==> src/rtl/controlador_elevador.sv <==
// SCAN elevator controller: reads the request store at the current floor, moves the car, clears served requests.
// Latency: CICLOS_VIAGEM+1 cycles per floor, 1+1+CICLOS_PORTA to serve the current floor; no backpressure, all outputs decoded from registered state.
module controlador_elevador #(
    parameter int CICLOS_VIAGEM = 4,
    parameter int CICLOS_PORTA  = 3
) (
    input  logic       clock,
    input  logic       reset,
    input  logic       terreo,
    input  logic       primeiro_andar,
    input  logic       segundo_andar,
    input  logic       terceiro_andar,
    input  logic       saida_endereco,
    output logic [1:0] endereco,
    output logic       escrita,
    output logic       dado,
    output logic       motor_subir,
    output logic       motor_descer,
    output logic       porta_aberta,
    output logic       direcao
);

    typedef enum logic [2:0] {
        OCIOSO  = 3'd0,
        MOVENDO = 3'd1,
        CHEGADA = 3'd2,
        LIMPAR  = 3'd3,
        PORTA   = 3'd4
    } estado_t;

    localparam logic [7:0] VIAGEM_FIM = 8'(CICLOS_VIAGEM - 1);
    localparam logic [7:0] PORTA_FIM  = 8'(CICLOS_PORTA - 1);

    estado_t    estado_q, estado_d;
    logic [1:0] endereco_q, endereco_d;
    logic       direcao_q, direcao_d;
    logic [7:0] timer_q, timer_d;

    logic [3:0] pedidos;
    logic [3:0] mascara_acima;
    logic [3:0] mascara_abaixo;
    logic       acima;
    logic       abaixo;
    logic       a_frente;
    logic       atras;

    assign pedidos        = {terceiro_andar, segundo_andar, primeiro_andar, terreo};
    // Shifting past bit 3 drops out of the 4-bit mask, so floor 3 sees nothing above.
    assign mascara_acima  = 4'b1110 << endereco_q;
    assign mascara_abaixo = ~(4'b1111 << endereco_q);
    assign acima          = |(pedidos & mascara_acima);
    assign abaixo         = |(pedidos & mascara_abaixo);
    assign a_frente       = direcao_q ? acima  : abaixo;
    assign atras          = direcao_q ? abaixo : acima;

    always_ff @(posedge clock or posedge reset) begin
        if (reset) begin
            estado_q   <= OCIOSO;
            endereco_q <= 2'd0;
            direcao_q  <= 1'b1;
            timer_q    <= 8'd0;
        end else begin
            estado_q   <= estado_d;
            endereco_q <= endereco_d;
            direcao_q  <= direcao_d;
            timer_q    <= timer_d;
        end
    end

    always_comb begin
        estado_d   = estado_q;
        endereco_d = endereco_q;
        direcao_d  = direcao_q;
        timer_d    = timer_q;
        case (estado_q)
            OCIOSO, CHEGADA: begin
                if (saida_endereco) begin
                    estado_d = LIMPAR;
                end else if (a_frente) begin
                    estado_d = MOVENDO;
                end else if (atras) begin
                    direcao_d = ~direcao_q;
                    estado_d  = MOVENDO;
                end else begin
                    estado_d = OCIOSO;
                end
            end
            MOVENDO: begin
                if (timer_q == VIAGEM_FIM) begin
                    timer_d    = 8'd0;
                    endereco_d = direcao_q ? endereco_q + 2'd1 : endereco_q - 2'd1;
                    estado_d   = CHEGADA;
                end else begin
                    timer_d = timer_q + 8'd1;
                end
            end
            LIMPAR: begin
                timer_d  = 8'd0;
                estado_d = PORTA;
            end
            PORTA: begin
                if (timer_q == PORTA_FIM) begin
                    timer_d  = 8'd0;
                    estado_d = OCIOSO;
                end else begin
                    timer_d = timer_q + 8'd1;
                end
            end
            default: begin
                timer_d  = 8'd0;
                estado_d = OCIOSO;
            end
        endcase
    end

    always_comb begin
        endereco     = endereco_q;
        direcao      = direcao_q;
        escrita      = (estado_q == LIMPAR);
        dado         = 1'b0;
        motor_subir  = (estado_q == MOVENDO) &&  direcao_q;
        motor_descer = (estado_q == MOVENDO) && !direcao_q;
        porta_aberta = (estado_q == PORTA);
    end

endmodule

==> config.mk <==
export PLATFORM = sky130hd
export DESIGN_NAME = controlador_elevador
export DESIGN_NICKNAME = d
export VERILOG_FILES = /design/src/rtl/controlador_elevador.sv
export SDC_FILE = /design/constraint.sdc
export NUM_CORES = 1
export LEC_CHECK = 0
export ABC_AREA = 1
export CELL_PAD_IN_SITES_DETAIL_PLACEMENT = 1
export CELL_PAD_IN_SITES_GLOBAL_PLACEMENT = 1
export CORE_MARGIN = 4
export CORE_UTILIZATION = 34
export CTS_CLUSTER_DIAMETER = 80
export DETAILED_ROUTE_END_ITERATION = 8
export PLACE_DENSITY_LB_ADDON = 0.15
export SYNTH_ARGS = -nofsm -noshare
export SYNTH_HDL_FRONTEND = slang
export SYNTH_SLANG_ARGS = --single-unit
==> constraint.sdc <==
create_clock -name clock -period 1.1 [get_ports clock]
set_input_delay 0.22 -clock clock [delete_from_list [all_inputs] [get_ports clock]]
set_output_delay 0.22 -clock clock [all_outputs]
set_load 0.01 [all_outputs]
; After elaboration in Yosys (flattened, before gate mapping)
; Index checks and enable logic that the tools add are counted.
[word_totals]
regBits = 14
in_bits = 7
output_inout_bits = 8
[classes]
n_addsub = 3
n_eq_ne = 8
shifts = 2
mux = 12
n_bitwise = 6
reduce_logical = 10
[ops]
columns = operator, n
row1 = 8-bit case mux with 3 select lines, 1
row2 = 8-bit by 2-bit == test with 1-bit output (second input constant), 2
row3 = 8-bit two-way mux, 2
row4 = 3-bit case mux with 4 select lines, 1
row5 = 8-bit by 1-bit adder with 8-bit output (second input constant), 1
row6 = 4-bit AND, 2
row7 = 4-bit OR reduction, 2
row8 = 4-bit by 2-bit << shifter with 4-bit output (first input constant), 2
row9 = 3-bit by 2-bit == test with 1-bit output (second input constant), 2
row10 = 3-bit two-way mux, 2
row11 = 1-bit two-way mux, 4
row12 = 2-bit two-way mux, 2
row13 = 4-bit inverter, 1
row14 = 2-bit AND reduction, 2
row15 = 4-bit AND reduction, 1
row16 = 3-bit by 1-bit == test with 1-bit output (second input constant), 1
row17 = 3-bit == test (second input constant), 1
row18 = 3-bit zero test, 1
row19 = 1-bit inverter, 3
row20 = 2-bit by 1-bit adder with 2-bit output (second input constant), 1
row21 = 1-bit logical AND, 2
row22 = 2-bit by 1-bit inequality test with 1-bit output (second input constant), 1
row23 = 2-bit inequality test (second input constant), 1
row24 = 2-bit OR reduction, 1
row25 = 2 further kinds, 2

; Depth between registers and ports, before layout
[logic_depth]
depth_word = 9
mapped_depth = 9
ltp_nobuf = 9

; Worst setup path before layout
; No wires, ideal clock.
[synth_timing]
kind = register to register
start = register direcao_q, in the netlist direcao
end = register estado_q[0]
setup_ps = 123
t_arrival_ps = 1138
t_required_ps = 977
setup_slack_ps = -161
stages_incl_launch_ff = 7
n_path_buf = 1
path_cell_list = dfstp_2 buf_2 inv_1 nand3_1 nand3_1 o21ai_0 nand2_1
[synth_between]
elab_chain_len = 5
elab_cells_between_ends = 6
classes_between = 6 x mux
[synth_rtl]
columns = element, line
row1 = start: declaration, 36  ; logic direcao_q, direcao_d;
row2 = start signal: assignment, 65  ; direcao_q <= direcao_d;
row3 = 1-bit two-way mux, 54  ; assign atras = direcao_q ? abaixo : acima;
row4 = 1-bit two-way mux, 81  ; end else if (atras) begin
row5 = 1-bit two-way mux *, 79  ; end else if (a_frente) begin
row6 = 2-bit two-way mux *, 77  ; if (saida_endereco) begin
row7 = 3-bit case mux with 4 select lines *, 75  ; case (estado_q)
row8 = end signal: assignment, 63  ; estado_q <= estado_d;
row9 = end: declaration, 34  ; estado_t estado_q, estado_d;
; Mark *: on every way between the ends. The rest lies on a longest branch, timed or not.
; A chain may end at the register's enable or synchronous reset.

; Worst setup path in the final report
[layout_timing]
start = register estado_q[2]
end = output motor_subir
[layout_between]
elab_chain_len = 2
[layout_rtl]
columns = element, line
row1 = 3-bit by 1-bit == test with 1-bit output, 121  ; motor_subir = (estado_q == MOVENDO) && direcao_q;
row2 = 1-bit logical AND, 121
row3 = end: declaration, 17  ; output logic motor_subir,
; No other way between the ends.

==> metrics.yaml <==
syn_area_sq_um: 950
final_layout_size_suffix_gt1_share_pct: 53.9
critPathLaunchType: "register"
power_density_nw_per_um2: 2460
area_growth_pct: 70.8
yosysMostFrequentCell: "nand2_1"
nets: 190
worstPathArrival_ns: 1.24
cts.clk_slew.worst_paths_ns: 0.10
synthCells: 129
path_cells: "inv_2, nand2_2, nor2_4, inv_4, nor2_4, buf_6"
final_cells: 210
finalSetupViolCount: 20
crit_fanout: 2
drc: 0
critical_path_class: "reg -> out"
max_stage_delay_ns: 0.40
clock_latency_ns: 0.29
p_leak_nw: 0.780
cts-root-buf: "clkbuf_4"
die-area_sq_um: 3700
grt_max_degree: 15
place_area_sq_um: 1360
grt_pass1_vias: 1193
crit_slowest_cell: "dfrtp_1"
yosysTopAreaCellShare_pct: 34.3
clk_path_buf_depth: 2
via_count: 1110
synth_area_per_cell_sq_um: 7.36
synth_top_cell_by_area: "dfrtp_1"
rsz0062_at_grt: "true"
yosys_warnings: 0
wl_per_cell_microns: 18.5
cts.sinks: 14
postSynthNetCount: 138
design_area_sq_um: 1620
drt_iter0_markers: 28
fill_cells: 305
grt_pass1_wl_microns: 5700
worstRegToRegCells: 6
crit_top_cell: "nor2_4"
cts_max_level: 1
grt_use_total_pct: 21.2
die_h_microns: 60.9
netlist_top_cells_area: "dfrtp_1 (34%), nand2_1 (13%), nand3_1 (10%), inv_1 (6.7%), o21ai_0 (5.8%)"
fin_ws_ns: -0.363
seq_area_frac_synth_pct: 37.0
vias_per_cell: 5.29
timing.final.crit_share_pct: 133
hpwlAfterDp_microns: 2290
drv_cap: 0
cts_tree: "yes"
first_pass_iters: 4
coreArea_sq_um: 2570
yosysUniqueCellTypes: 24
timing.final.crit_period_ns: 1.46
place.gp.congestion: 0.769
dp_slack_ns: -0.482
portBuffers: 13
cts_buffers: 3
synth_edf_count: 0
io_pins: 15
ant_nets: 0
die_w_microns: 60.9
gr-total-overflow: 0
finalHoldViolCount: 0
antenna_found_initial: 0
worstPathRequired_ns: 0.88
synthFlopType: "dfrtp_1"
tns_ns: -4.13
hold_buffers: 0
postRouteWirelength_microns: 3890
rows: 18
async_flop_share_pct: 100
holdCritPathClass: "in -> async"
placed_cells: 196
slew_viol_final: 0
max_freq_ghz: 0.684
synth_common_cells: "nand2_1 (32), nand3_1 (19), inv_1 (17)"
ir_worst_vdd_mv: 2.20
start_util_pct: 37.0
n_antenna_cell: 0
cp-startpoint: "estado_q[2]$_DFFE_PP0P_"
status: "complete, but fails checks"
timing.rr.start: "timer_q[3]$_DFFE_PP0P_"
fin_worst_skew_ns: 0.00731
cp-end-kind: "output pin"
synth_seq_cells: 14
violations: "setup timing"
[metal layers]
metal	global-route usage (%)	wire [microns]	share of wire, %
met4	8.36	130	3.3
met1	24.5	1520	39
met3	3.62	125	3.2
met5	0	0	0
met2	38.6	2110	54
[cell families (layout without fill, tap and decap cells)]
kind of cell,Yosys count,in the layout,share of synthesized area (%)
DFF,14,14,37.0
AOI/OAI and AO/OA,17,17,11.1
adders and majority gates,2,2,2.63
other,1,1,0.395
and+or+nand+nor,69,69,35.2
xor gates and xnor gates,4,4,3.69
buffers and inverters,22,73,10.0
[per-stage QoR]
stage          total power, mW  hold WS (ns)  utilization, %
2_1_floorplan             2.00         0.108               -
3_3_place_gp              2.75         0.540            53.1
3_5_place_dp              2.83         0.569            53.1
4_1_cts                   3.51         0.260            59.3
5_1_grt                   4.27         0.252            63.2
6_report                  3.99         0.246            63.2
[critical path: cells and delay by family, from the launching register on]
family / cells / cell delay (ns)
flops: 1 / 0.40
simple gates: 3 / 0.31
buf+inv: 3 / 0.25
[layout by cell type (no fill, tap or decap), drive strengths merged]
cell type,synthesis,final
nand4,2,2
xnor2,1,1
nor2,11,11
clkbuf,0,4
nor3,3,3
ha,2,2
buf,3,44
conb,1,1
dfstp,1,1
xor2,3,3
nand3,20,20
inv,19,19
o21ai,11,11
dfrtp,13,13
nand2,33,33
o211ai,6,6
clkdlybuf4s50,0,6
[worst paths after layout]
path,endpoint,slack (ns)
max in group asynchronous,direcao$_DFFE_PP1P_,0.64
hold / removal,timer_q[5]$_DFFE_PP0P_,0.25
hold reg to reg,endereco[1]$_DFFE_PP0P_,0.62
min in group clock,endereco[1]$_DFFE_PP0P_,0.62
setup reg to reg,timer_q[0]$_DFFE_PP0P_,-0.24
setup / recovery,motor_subir,-0.36
[sequential cells by signal (all words and copies together), names as in the netlist]
signal    count
timer_q       8
endereco      2
direcao       1
estado_q      3
[layout make-up]
| type | count | area, sq um | area share [%] |
|---|---|---|---|
| clock buffers | 4 | 26.3 | 1.62 |
| inverters | 19 | 76.3 | 4.71 |
| multi-input cells | 93 | 666 | 41.0 |
| flip-flops and latches | 14 | 354 | 21.8 |
| well taps | 30 | 37.5 | 2.31 |
| repair buffers | 50 | 462 | 28.5 |
[where the power goes]
part / internal (mW) / switching, mW / leakage [nW]
logic: 1.32 / 1.45 / 0.586
clock network: 0.141 / 0.189 / 0.0150
registers: 0.687 / 0.205 / 0.179
total: 2.15 / 1.84 / 0.780
[repair_timing]
item                                    4_1_cts  5_1_grt
endpoints found under the hold margin         0        0
pin swaps                                    18        8
endpoints found under the setup margin       21       21
resized for setup                            59       25
setup buffers                                 8        3
gates cloned                                  1        0
Note: power is estimated with default switching activity, not from simulation.
